File: src/rtl/trng_noise_collector.sv
// Noise-source power sequencer and LSB harvester for the TRNG: powers up the bias
// and avalanche sources, packs ADC noise LSBs into words, health-tests and buffers them.
module trng_noise_collector #(
  parameter int unsigned SETTLE_CYCLES   = 1200,
  parameter int unsigned BITS_PER_SAMPLE = 2,
  parameter int unsigned FIFO_DEPTH      = 4,
  parameter int unsigned REP_LIMIT       = 31
) (
  input  logic        clk,
  input  logic        rst_n,
  input  logic        enable,
  output logic        noisebias_on,
  output logic [1:0]  noise_on,
  output logic        settled,
  input  logic        sample_valid,
  input  logic        sample_chan,
  input  logic [11:0] sample_data,
  output logic [31:0] rng_data,
  output logic        rng_valid,
  input  logic        rng_ready,
  output logic        health_fail,
  output logic        overflow
);

  localparam int unsigned CW  = (SETTLE_CYCLES > 1) ? $clog2(SETTLE_CYCLES) : 1;
  localparam int unsigned B   = BITS_PER_SAMPLE;
  localparam int unsigned SPW = 32 / BITS_PER_SAMPLE;
  localparam int unsigned SCW = (SPW > 1) ? $clog2(SPW) : 1;
  localparam int unsigned PW  = $clog2(FIFO_DEPTH);

  typedef enum logic [1:0] {
    S_OFF  = 2'd0,
    S_BIAS = 2'd1,
    S_SRC  = 2'd2,
    S_RUN  = 2'd3
  } state_t;

  state_t  state;
  state_t  state_next;
  logic [CW-1:0] dwell_cnt;
  logic          dwell_done;

  // ---------------------------------------------------------------- FSM
  always_ff @(posedge clk or negedge rst_n) begin
    if (!rst_n) begin
      state <= S_OFF;
    end else begin
      state <= state_next;
    end
  end

  assign dwell_done = (dwell_cnt == CW'(SETTLE_CYCLES - 1));

  always_comb begin
    state_next = state;
    if (!enable) begin
      state_next = S_OFF;
    end else begin
      case (state)
        S_OFF:   state_next = S_BIAS;
        S_BIAS:  if (dwell_done) state_next = S_SRC;
        S_SRC:   if (dwell_done) state_next = S_RUN;
        S_RUN:   state_next = S_RUN;
        default: state_next = S_OFF;
      endcase
    end
  end

  always_comb begin
    noisebias_on = 1'b0;
    noise_on     = 2'b00;
    settled      = 1'b0;
    case (state)
      S_BIAS: begin
        noisebias_on = 1'b1;
      end
      S_SRC: begin
        noisebias_on = 1'b1;
        noise_on     = 2'b11;
      end
      S_RUN: begin
        noisebias_on = 1'b1;
        noise_on     = 2'b11;
        settled      = 1'b1;
      end
      default: begin
        noisebias_on = 1'b0;
      end
    endcase
  end

  // Dwell counter restarts from zero on every state change.
  always_ff @(posedge clk or negedge rst_n) begin
    if (!rst_n) begin
      dwell_cnt <= '0;
    end else if (!enable || (state != state_next)) begin
      dwell_cnt <= '0;
    end else if ((state == S_BIAS) || (state == S_SRC)) begin
      dwell_cnt <= dwell_cnt + CW'(1);
    end
  end

  // ---------------------------------------------------------------- packer
  logic            sample_accept;
  logic [31:0]     pack_word;
  logic [31:0]     word_next;
  logic [SCW-1:0]  sample_cnt;
  logic            word_done;

  assign sample_accept = enable && (state == S_RUN) && sample_valid;
  assign word_next     = {pack_word[31-B:0], sample_data[B-1:0]};
  assign word_done     = sample_accept && (sample_cnt == SCW'(SPW - 1));

  always_ff @(posedge clk or negedge rst_n) begin
    if (!rst_n) begin
      pack_word  <= '0;
      sample_cnt <= '0;
    end else if (!enable) begin
      pack_word  <= '0;
      sample_cnt <= '0;
    end else if (sample_accept) begin
      pack_word  <= word_next;
      sample_cnt <= word_done ? '0 : sample_cnt + SCW'(1);
    end
  end

  // ---------------------------------------------------------------- repetition test
  logic [11:0] hist_code [2];
  logic [7:0]  run_cnt   [2];
  logic [1:0]  hist_valid;
  logic        rep_match;
  logic [7:0]  run_next;
  logic        rep_trip;

  assign rep_match = hist_valid[sample_chan] && (sample_data == hist_code[sample_chan]);

  always_comb begin
    run_next = 8'd1;
    if (rep_match) begin
      run_next = (run_cnt[sample_chan] == 8'hFF) ? 8'hFF : run_cnt[sample_chan] + 8'd1;
    end
  end

  assign rep_trip = sample_accept && (run_next == 8'(REP_LIMIT));

  // First sample on a channel after the history is cleared starts its run at 1.
  always_ff @(posedge clk or negedge rst_n) begin
    if (!rst_n) begin
      hist_valid <= 2'b00;
      for (int c = 0; c < 2; c++) begin
        hist_code[c] <= '0;
        run_cnt[c]   <= '0;
      end
    end else if (!enable) begin
      hist_valid <= 2'b00;
      for (int c = 0; c < 2; c++) begin
        hist_code[c] <= '0;
        run_cnt[c]   <= '0;
      end
    end else if (sample_accept) begin
      hist_valid[sample_chan] <= 1'b1;
      hist_code[sample_chan]  <= sample_data;
      run_cnt[sample_chan]    <= run_next;
    end
  end

  always_ff @(posedge clk or negedge rst_n) begin
    if (!rst_n) begin
      health_fail <= 1'b0;
    end else if (!enable) begin
      health_fail <= 1'b0;
    end else if (rep_trip) begin
      health_fail <= 1'b1;
    end
  end

  // ---------------------------------------------------------------- output FIFO
  // Handshake: a word transfers on an edge where rng_valid and rng_ready are both
  // high; rng_valid never drops and rng_data never changes until that transfer.
  logic [31:0]   fifo_mem [FIFO_DEPTH];
  logic [PW-1:0] rd_ptr;
  logic [PW-1:0] wr_ptr;
  logic [PW:0]   fifo_cnt;
  logic          fifo_full;
  logic          pop;
  logic          push_ok;
  logic          drop;

  assign fifo_full = (fifo_cnt == (PW+1)'(FIFO_DEPTH));
  assign rng_valid = (fifo_cnt != '0);
  assign pop       = rng_valid && rng_ready;
  assign push_ok   = word_done && (!fifo_full || pop);
  assign drop      = word_done && fifo_full && !pop;
  assign rng_data  = rng_valid ? fifo_mem[rd_ptr] : 32'd0;

  always_ff @(posedge clk or negedge rst_n) begin
    if (!rst_n) begin
      rd_ptr   <= '0;
      wr_ptr   <= '0;
      fifo_cnt <= '0;
    end else if (!enable) begin
      rd_ptr   <= '0;
      wr_ptr   <= '0;
      fifo_cnt <= '0;
    end else begin
      if (push_ok) wr_ptr <= wr_ptr + PW'(1);
      if (pop)     rd_ptr <= rd_ptr + PW'(1);
      case ({push_ok, pop})
        2'b10:   fifo_cnt <= fifo_cnt + (PW+1)'(1);
        2'b01:   fifo_cnt <= fifo_cnt - (PW+1)'(1);
        default: fifo_cnt <= fifo_cnt;
      endcase
    end
  end

  // When full with a pop, wr_ptr equals rd_ptr: the new word lands in the slot just vacated.
  always_ff @(posedge clk) begin
    if (push_ok) begin
      fifo_mem[wr_ptr] <= word_next;
    end
  end

  always_ff @(posedge clk or negedge rst_n) begin
    if (!rst_n) begin
      overflow <= 1'b0;
    end else if (!enable) begin
      overflow <= 1'b0;
    end else if (drop) begin
      overflow <= 1'b1;
    end
  end

endmodule

File: config.mk
export PLATFORM = sky130hd
export DESIGN_NAME = trng_noise_collector
export DESIGN_NICKNAME = d
export VERILOG_FILES = /design/src/rtl/trng_noise_collector.sv
export SDC_FILE = /design/constraint.sdc
export NUM_CORES = 1
export LEC_CHECK = 0
export CORE_MARGIN = 2
export CORE_UTILIZATION = 50
export CTS_CLUSTER_DIAMETER = 100
export DETAILED_ROUTE_END_ITERATION = 16
export PLACE_DENSITY = 0.79
export SYNTH_ARGS = -nofsm -noshare
export SYNTH_HDL_FRONTEND = slang
export SYNTH_SLANG_ARGS = --single-unit
File: constraint.sdc
create_clock -name clk -period 4.34 [get_ports clk]
set_input_delay 0.868 -clock clk [delete_from_list [all_inputs] [get_ports clk]]
set_output_delay 0.868 -clock clk [all_outputs]
set_load 0.02 [all_outputs]
Word level (Yosys, flattened, before mapping)

Memories as Yosys holds them, arrays and structs flattened.
Cells that the tools add are included.

Latch bits: 0
Memories: 1
Memory bits (writable): 128
Output and inout bits: 39
ROM bits: 0
Flip-flop bits (word level): 98
Input bits: 18
Logic and storage cells: 119

Order comparisons: 4
Div/mod/pow operators: 0
Equal/unequal tests: 18
Add/sub/neg operators: 7
Multipliers: 0
Bitwise logic cells: 2
Shift operators: 0
Mux-type cells: 51
Reductions and logical operators: 22

Memories:

| name     | depth | width | rd ports | clocked after Yosys merged registers in | wr ports | RTL line | source |
|---|---|---|---|---|---|---|---|
| fifo_mem | 4     | 32    | 1        | 0                                       | 1        | 180      | `logic [31:0] fifo_mem [FIFO_DEPTH];` |

Operators by type and width:

| kind                                                                     | number |
|---|---|
| 30-bit two-way mux                                                       | 2 |
| 12-bit two-way mux                                                       | 4 |
| 24-bit two-way mux                                                       | 2 |
| 8-bit two-way mux                                                        | 6 |
| 16-bit two-way mux                                                       | 2 |
| 32-bit two-way mux                                                       | 1 |
| 24-bit bitwise mux                                                       | 1 |
| 11-bit two-way mux                                                       | 2 |
| 2-bit two-way mux                                                        | 10 |
| 16-bit bitwise mux                                                       | 1 |
| 12-bit demux with 1-bit select                                           | 1 |
| 12-bit == test                                                           | 1 |
| 4-bit two-way mux                                                        | 3 |
| 11-bit by 1-bit adder with 11-bit output (second input constant)         | 1 |
| 11-bit == test (second input constant)                                   | 1 |
| 1-bit logical AND                                                        | 11 |
| 1-bit two-way mux                                                        | 11 |
| 2-bit by 1-bit inequality test with 1-bit output (second input constant) | 5 |
| 8-bit by 1-bit adder with 8-bit output (second input constant)           | 1 |
| 8-bit demux with 1-bit select                                            | 1 |
| 8-bit by 5-bit == test with 1-bit output (second input constant)         | 1 |
| 8-bit == test (second input constant)                                    | 1 |
| 2-bit one-hot mux with 4 select lines                                    | 1 |
| 2-bit == test (second input constant)                                    | 3 |
| other kinds (25)                                                         | 31 |

Longest topological paths before layout

Gate-level depths: netlist (run 1).

Depth after elaboration: 11
Depth in mapped cells: 13
Gate-level depth less buffers: 10

Worst setup path before layout (run 1)

OpenSTA, ideal clock, no wires.

Kind: input port to flip-flop
Start point: input enable
End point: memory fifo_mem[0][0] (enable)
Setup time: 0.392 ns
Path buffers: 1
Slack: 1.273 ns
Stages: 5
Data required time: 3.948 ns
Data arrival time: 2.675 ns
Cell sequence: clkbuf_1 > and3_1 > nand4_1 > a31oi_1 > and2_1

Cells in the longest elaborated chain, start to end: 6

Ends and longest elaborated chain:

| what                                    | RTL line | source |
|---|---|---|
| start: declaration                      | 11       | `input logic enable,` |
| 1-bit logical AND (2 in series)         | 110      | `assign sample_accept = enable && (state == S_RUN) && sample_valid;` |
| 1-bit logical AND                       | 112      | `assign word_done = sample_accept && (sample_cnt == SCW'(SPW - 1));` |
| 1-bit logical AND                       | 192      | `assign push_ok = word_done && (!fifo_full \|\| pop);` |
| 1-bit two-way mux                       | 218      | `if (push_ok) begin` |
| 1-bit two-way mux (implied by the code) | 219      | `fifo_mem[wr_ptr] <= word_next;` |
| end: declaration                        | 180      |  |

No other way between the ends.

Final worst setup path (run 1)

Start point: register fifo_cnt[2]
End point: output rng_data[2]

Cells in the longest elaborated chain, start to end: 2

Ends and longest elaborated chain:

| what                     | RTL line | source |
|---|---|---|
| start: declaration       | 183      | `logic [PW:0] fifo_cnt;` |
| start signal: assignment | 209      | `2'b10: fifo_cnt <= fifo_cnt + (PW+1)'(1);` |
| start signal: assignment | 210      | `2'b01: fifo_cnt <= fifo_cnt - (PW+1)'(1);` |
| start signal: assignment | 211      | `default: fifo_cnt <= fifo_cnt;` |
| 3-bit nonzero test       | 190      | `assign rng_valid = (fifo_cnt != '0);` |
| 32-bit two-way mux       | 194      | `assign rng_data = rng_valid ? fifo_mem[rd_ptr] : 32'd0;` |
| end: declaration         | 18       | `output logic [31:0] rng_data,` |

No other way between the ends.

==> run summary, run 1 <==
Status -> finished, final reports clean
Initial DRC count -> 394
Initial antenna violation count -> 0
HPWL after DPL -> 11200 microns
Reg2Reg Launch Point -> state[1]
Post-CTS Setup Bufs -> 0
Worst Skew -> 0.0148 ns
Hold_buf cts -> 0
CTS buffer count -> 23
Row Count -> 51
Clk buf depth -> 3
Hold Crit Depth -> 2
Global-route wire length before repair -> 30400 microns
CTS HTree Levels -> 1
Die extent in x -> 145 microns
Synth area leaders -> edfxtp_1 (39%), dfrtp_1 (25%), mux4_2 (7.3%), nand2_1 (5.0%), nand3_1 (3.9%)
Flops & latches, synth -> 226
Finished Layout Cells -> 1090
Crit path launch type -> flop
Syn Nets -> 787
Synthesis Warnings -> 0
Post-Syn Area -> 9940 sq um
Final hold vios -> 0
Hold_sp -> hist_valid[0]
Post-CTS resize count -> 0
Worst Setup Slack post-DPL -> 0.727 ns
Mapped Avg Cell Area -> 13.2 sq um
Post-route ant nets -> 0
RSZ-0062 raised after global routing -> no
Post-layout util -> 59.4%
Final number of setup-violating endpoints -> 0
Clock latency at the later pin of the worst-skew pair -> 0.53 ns
Worst flop-to-flop path endpoint -> fifo_cnt[2]
R2R setup slack -> 1.29 ns
CTS tree -> yes
Worst Hold Path EP -> hist_valid[0]
CORE AREA -> 19500 sq um
Initial Utilization -> 51.1%
WL per Instance -> 16.8 microns
Post-synth ARST share -> 43.4%
Avg Vias per Cell -> 5.46
Die ar. -> 21000 sq um
Worst reg2reg path depth -> 11
Cell Pwr Density -> 376 nW/um^2
Ratio of final minimum period to clock period -> 86.0%
Worst Path Arrival -> 2.87 ns
Final nets -> 841
Global Route Usage Sum -> 17.6%
Largest net degree at the start of global routing -> 90
Fillers -> 1521
Synth area leader -> edfxtp_1
Slew HR -> 18.2%
Reg clk slew, reported paths -> 0.06 ns
Syn-to-layout area delta -> 16.4%
GPL Wtd Cong -> 0.780
Clock Sinks -> 226
Mapped Cells -> 755
Port bufs -> 56
Fraction of layout cells with a size suffix above 1 -> 13.1%
TritonRoute pass-1 iters -> 5
Element type at the critical path end -> output pin
Worst-path fanout max -> 35
VDD IR-drop max -> 0.278 mV
Max-slew violation count -> 0
Critical Path RT -> 3.47 ns
Maxcap violations -> 0
DRC viols -> 0
# placed instances -> 1049
Crit path time final -> 3.73 ns
Most used DFF post-synth -> edfxtp_1
Post-synth EDFFs -> 128
Vias in the first global route -> 5817
Leak -> 0.00494 uW
Register area share after synthesis -> 63.4%
Drt total wl -> 18300 microns
Diodes inserted -> 0
Maximum clock rate -> 268 MHz
Routed vias -> 5951
Slew @ Worst Pin -> 1.22 ns
I/O pins -> 57
Setup total negative slack -> 0 ns
Setup ws final -> 0.606 ns
Total gr overflow -> 0
Die height -> 145 microns
Post-synth cell types -> 51
Critical path class -> flop to output pin
Root Driver -> clkbuf_16
HP Class -> flop to flop
Synth top area share -> 38.7%
==> Yosys cell counts, types with 3 or more instances <==
cell type / n
a21boi_0: 5
xnor2_1: 12
a21o_1: 4
nand2b_1: 3
buf_2: 4
buf_6: 4
mux4_2: 32
a21oi_1: 4
dfrtp_1: 98
clkbuf_1: 32
nor3_2: 10
nand3b_1: 4
mux2i_1: 26
xor2_1: 19
inv_1: 11
and3_1: 8
edfxtp_1: 128
nand4_1: 8
nand3_1: 77
a31oi_1: 3
nand2_1: 132
nor2b_1: 3
nor3_1: 4
buf_1: 5
o21ai_0: 23
ha_1: 13
and2_1: 42
nor2_1: 10
==> where the power goes <==
group / switching [uW] / internal [uW] / total [uW] / leakage [uW]
clock: 808 / 1190 / 2000 / 0.000378
combinational: 62.1 / 31.2 / 93.3 / 0.00173
sequential: 2.13 / 2260 / 2260 / 0.00283
total: 873 / 3480 / 4350 / 0.00494
==> area by class of cell <==
class | count | area (sq um) | share of cell area, %
Clock buffer | 28 | 614 | 5.31
Clock inverter | 13 | 158 | 1.36
Inverter | 11 | 41.3 | 0.357
Multi-Input combinational cell | 471 | 3380 | 29.2
Sequential cell | 226 | 6300 | 54.5
Tap cell | 265 | 332 | 2.87
Timing Repair Buffer | 76 | 741 | 6.41
==> critical path, cell delays in order, from the launching register on <==
cell and delay, ns:
dfrtp_1 0.51, or3_1 0.91, and2_1 0.30, clkdlybuf4s50_1 0.62
==> layout by cell type (no fill, tap or decap), types with 4 or more instances in the layout <==
cell type,Yosys,layout
mux2i_1,26,26
nor3_1,4,4
nand2_1,132,132
nor3_2,10,10
clkbuf_16,0,23
nand4_1,8,8
clkdlybuf4s50_1,0,54
buf_4,2,18
xnor2_1,12,12
and2_1,42,42
mux4_2,32,32
a21o_1,4,4
inv_1,11,11
xor2_1,19,19
nand3_1,77,77
dfrtp_1,98,97
a21oi_1,4,4
and3_1,8,8
nand3b_1,4,4
ha_1,13,13
clkinv_2,0,4
o21ai_0,23,22
nor2_1,10,10
a21boi_0,5,5
edfxtp_1,128,128
==> cell families after synthesis <==
group | after synthesis | synth area share, %
AOI/OAI and AO/OA | 57 | 3.70
xor gates and xnor gates | 31 | 2.73
adders and majority gates | 14 | 1.84
buffers and inverters | 58 | 2.62
DFF | 226 | 63.4
muxes | 60 | 10.1
and+or+nand+nor | 309 | 15.7
==> how the worst max path moves through the flow <==
stage	from	to	slack, ns
4_1_cts	fifo_cnt[2]	rng_data[2]	0.53
2_1_floorplan	enable	fifo_mem[0][0]	1.27
3_3_place_gp	sample_chan	run_cnt[4]	0.78
3_5_place_dp	sample_chan	run_cnt[4]	0.73
5_1_grt	fifo_cnt[2]	rng_data[2]	0.41
6_report	fifo_cnt[2]	rng_data[2]	0.61
==> sequential cells by signal, indices dropped and copies added (netlist names) <==
signal	cells
fifo_mem	128
pack_word	30
hist_code	24
run_cnt	16
dwell_cnt	11
sample_cnt	4
fifo_cnt	3
hist_valid	2
rd_ptr	2
state	2
wr_ptr	2
health_fail	1
overflow	1
==> layer usage <==
metal / routed length (microns) / global-route usage, %
met5: 0 / 0
met4: 313 / 3.71
met3: 799 / 3.11
met2: 9130 / 30.3
met1: 8110 / 23.9
==> per-stage QoR <==
step                hold slack (ns)  total power (uW)  area [sq um]
floorplan                     0.444              2350          9940
detailed placement            0.474              2400         10800
finish                        0.489              4350         11600
global placement              0.467              2390         10800
CTS                           0.490              4390         11600
global route                  0.505              4490         11600
No activity file was read; power rests on OpenSTA's default activity.
==> inputs of run 2 (changes only) <==
--- a/config.mk
+++ b/config.mk
@@ -9,6 +9,7 @@
 export CORE_UTILIZATION = 50
 export CTS_CLUSTER_DIAMETER = 100
 export DETAILED_ROUTE_END_ITERATION = 16
+export HOLD_SLACK_MARGIN = 0.03
 export PLACE_DENSITY = 0.79
 export SYNTH_ARGS = -nofsm -noshare
 export SYNTH_HDL_FRONTEND = slang
==> results of run 2 <==
Final layout, timing and power as in run 1 (identical DEF).
==> inputs of run 3 (changes only) <==
--- a/config.mk
+++ b/config.mk
@@ -5,12 +5,14 @@
 export SDC_FILE = /design/constraint.sdc
 export NUM_CORES = 1
 export LEC_CHECK = 0
+export CELL_PAD_IN_SITES_DETAIL_PLACEMENT = 1
+export CELL_PAD_IN_SITES_GLOBAL_PLACEMENT = 1
 export CORE_MARGIN = 2
 export CORE_UTILIZATION = 50
 export CTS_CLUSTER_DIAMETER = 100
 export DETAILED_ROUTE_END_ITERATION = 16
 export HOLD_SLACK_MARGIN = 0.03
-export PLACE_DENSITY = 0.79
+export PLACE_DENSITY = 0.9
 export SYNTH_ARGS = -nofsm -noshare
 export SYNTH_HDL_FRONTEND = slang
 export SYNTH_SLANG_ARGS = --single-unit
==> run 3 against run 2 <==
Against the previous run: setup slack lost 0.099 ns; die area unchanged; largest power group unchanged; hold slack got worse by 0.18 ns; critical path type unchanged; non-clock buffer count shrank 1; fmax shrank 2.6%; via count grew 5.0%.
==> run summary, run 3 (synthesized netlist as in run 1, its figures left out) <==
Area of the multi-input gates -> 3380 sq um (unchanged)
Worst-path fanout max -> 35 (unchanged)
Maxcap violations -> 0 (unchanged)
Setup total negative slack -> 0 ns (unchanged)
Finished Layout Cells -> 1092 (was 1090)
VDD IR-drop max -> 0.315 mV (was 0.278 mV)
Port bufs -> 56 (unchanged)
Initial antenna violation count -> 0 (unchanged)
Global-route wire length before repair -> 39500 microns (was 30400 microns)
WL per Instance -> 22.2 microns (was 16.8 microns)
Slew @ Worst Pin -> 1.10 ns (was 1.22 ns)
Routing usage on met1 -> 27.5% (was 23.9%)
I/O pins -> 57 (unchanged)
# placed instances -> 1048 (was 1049)
Routed vias -> 6251 (was 5951)
Crit path time final -> 3.83 ns (was 3.73 ns)
Critical path class -> flop to output pin (unchanged)
Top flop regs -> fifo_mem (128), pack_word (30), hist_code (24) (unchanged)
Cell Pwr Density -> 395 nW/um^2 (was 376 nW/um^2)
R2R setup slack -> 1.12 ns (was 1.29 ns)
Row Count -> 51 (unchanged)
Clock latency at the later pin of the worst-skew pair -> 0.53 ns (about the same)
Biggest register -> fifo_mem (unchanged)
Crit path launch type -> flop (unchanged)
CORE AREA -> 19500 sq um (unchanged)
CTS tree -> yes (unchanged)
Reg clk slew, reported paths -> 0.06 ns (about the same)
Fraction of layout cells with a size suffix above 1 -> 13.7% (was 13.1%)
Worst Skew -> 0.0248 ns (was 0.0148 ns)
Worst hold slack -> 0.310 ns (was 0.489 ns)
Drt total wl -> 24200 microns (was 18300 microns)
Post-CTS Setup Bufs -> 0 (unchanged)
Sequential Area -> 6300 sq um (unchanged)
Die ar. -> 21000 sq um (unchanged)
Critical Path RT -> 3.47 ns (about the same)
Worst flop-to-flop path endpoint -> fifo_cnt[2] (unchanged)
Global Route Usage Sum -> 23.7% (was 17.6%)
Gr busiest metal -> met2 (unchanged)
Clk buf depth -> 3 (unchanged)
Hold_buf cts -> 0 (unchanged)
Number of flip-flops in the largest register -> 128 (unchanged)
DRC viols -> 0 (unchanged)
Crit path largest cell delay -> 0.91 ns (about the same)
Avg Vias per Cell -> 5.72 (was 5.46)
Post-CTS resize count -> 0 (unchanged)
Commonest non-fill, non-tap cells in the layout -> nand2_1 (132), edfxtp_1 (128), dfrtp_1 (97) (unchanged)
Largest net degree at the start of global routing -> 90 (unchanged)
Post-route ant nets -> 0 (unchanged)
Ratio of final minimum period to clock period -> 88.3% (was 86.0%)
Leak -> 0.00498 uW (was 0.00494 uW)
Status -> finished, final reports clean (unchanged)
Die height -> 145 microns (unchanged)
Diodes inserted -> 0 (unchanged)
Vias in the first global route -> 7203 (was 5817)
Syn-to-layout area delta -> 17.1% (was 16.4%)
HPWL after DPL -> 15100 microns (was 11200 microns)
GPL Wtd Cong -> 0.770 (was 0.780)
Fillers -> 1919 (was 1521)
Worst Path Arrival -> 2.97 ns (was 2.87 ns)
Element type at the critical path end -> output pin (unchanged)
RSZ-0062 raised after global routing -> no (unchanged)
Post-layout util -> 59.8% (was 59.4%)
Slowest CP cell -> or3_1 (unchanged)
Die extent in x -> 145 microns (unchanged)
Final Instance Area -> 11600 sq um (about the same)
TritonRoute pass-1 iters -> 5 (unchanged)
Most common cell after layout, fill and taps aside -> nand2_1 (unchanged)
HP Class -> input port to async pin (was flop to flop)
CTS buffer count -> 24 (was 23)
Slew HR -> 26.4% (was 18.2%)
Initial Utilization -> 51.1% (unchanged)
CTS HTree Levels -> 1 (unchanged)
Final hold vios -> 0 (unchanged)
Final number of setup-violating endpoints -> 0 (unchanged)
Total gr overflow -> 0 (unchanged)
Max-slew violation count -> 0 (unchanged)
Worst reg2reg path depth -> 11 (unchanged)
Met3 usage -> 3.27% (was 3.11%)
Final nets -> 841 (unchanged)
Clock Sinks -> 226 (unchanged)
Root Driver -> clkbuf_16 (unchanged)
CP Cell Sequence -> or3_1 > and2_1 > clkdlybuf4s50_1 (unchanged)
Maximum clock rate -> 261 MHz (was 268 MHz)
Reg2Reg Launch Point -> state[1] (unchanged)
Initial DRC count -> 357 (was 394)
Met2 usage -> 45.1% (was 30.3%)
DP Area -> 10800 sq um (about the same)
[run 3: changes by cell type in the layout (fill, tap and decap cells not counted), sizes merged]
cell and change:
bufinv +2, buf -1, clkbuf +1, clkinvlp -1, inv +1
[run 3: area by class of cell]
type	count	area share (%)
Clock inverter	15	1.94
Timing Repair Buffer	75	6.09
Tap cell	265	2.85
Multi-Input combinational cell	471	29.1
Clock buffer	29	5.58
Inverter	11	0.355
Sequential cell	226	54.1
[run 3: power breakdown]
group	switching [uW]	total, uW	internal, uW	leakage (uW)
combinational	67.4	101	33.4	0.00171
sequential	2.28	2260	2250	0.00283
clock	863	2240	1370	0.000432
[run 3: worst max-delay path: cells and delay by family, from the launching register on]
kind / cells / cell delay (ns)
DFF: 1 / 0.54
and+or+nand+nor: 2 / 1.23
buffers and inverters: 1 / 0.64
[run 3: worst max path at each step]
stage                            start             end  slack, ns  cells past startpoint
after floorplan                 enable  fifo_mem[0][0]       1.27                      5
after detailed placement  sample_valid     fifo_cnt[2]       0.53                     11
after global placement     sample_chan      run_cnt[4]       0.74                     10
after global routing       fifo_cnt[2]    rng_data[21]       0.32                      3
after CTS                  fifo_cnt[2]    rng_data[21]       0.42                      3
final                      fifo_cnt[2]    rng_data[23]       0.51                      3
[run 3: stage by stage]
step | setup slack (ns) | power (uW)
after floorplan | 1.27 | 2350
after global placement | 0.736 | 2400
after detailed placement | 0.533 | 2400
after CTS | 0.424 | 4630
after global routing | 0.322 | 4720
final | 0.507 | 4590
[run 3: layer usage]
layer | wire length (microns) | vias to the layer above | share of wire, %
met5 | 0 | - | 0
met1 | 9230 | 3221 | 38
met4 | 658 | 0 | 2.7
li1 | - | 2819 | -
met2 | 13400 | 158 | 56
met3 | 855 | 53 | 3.5
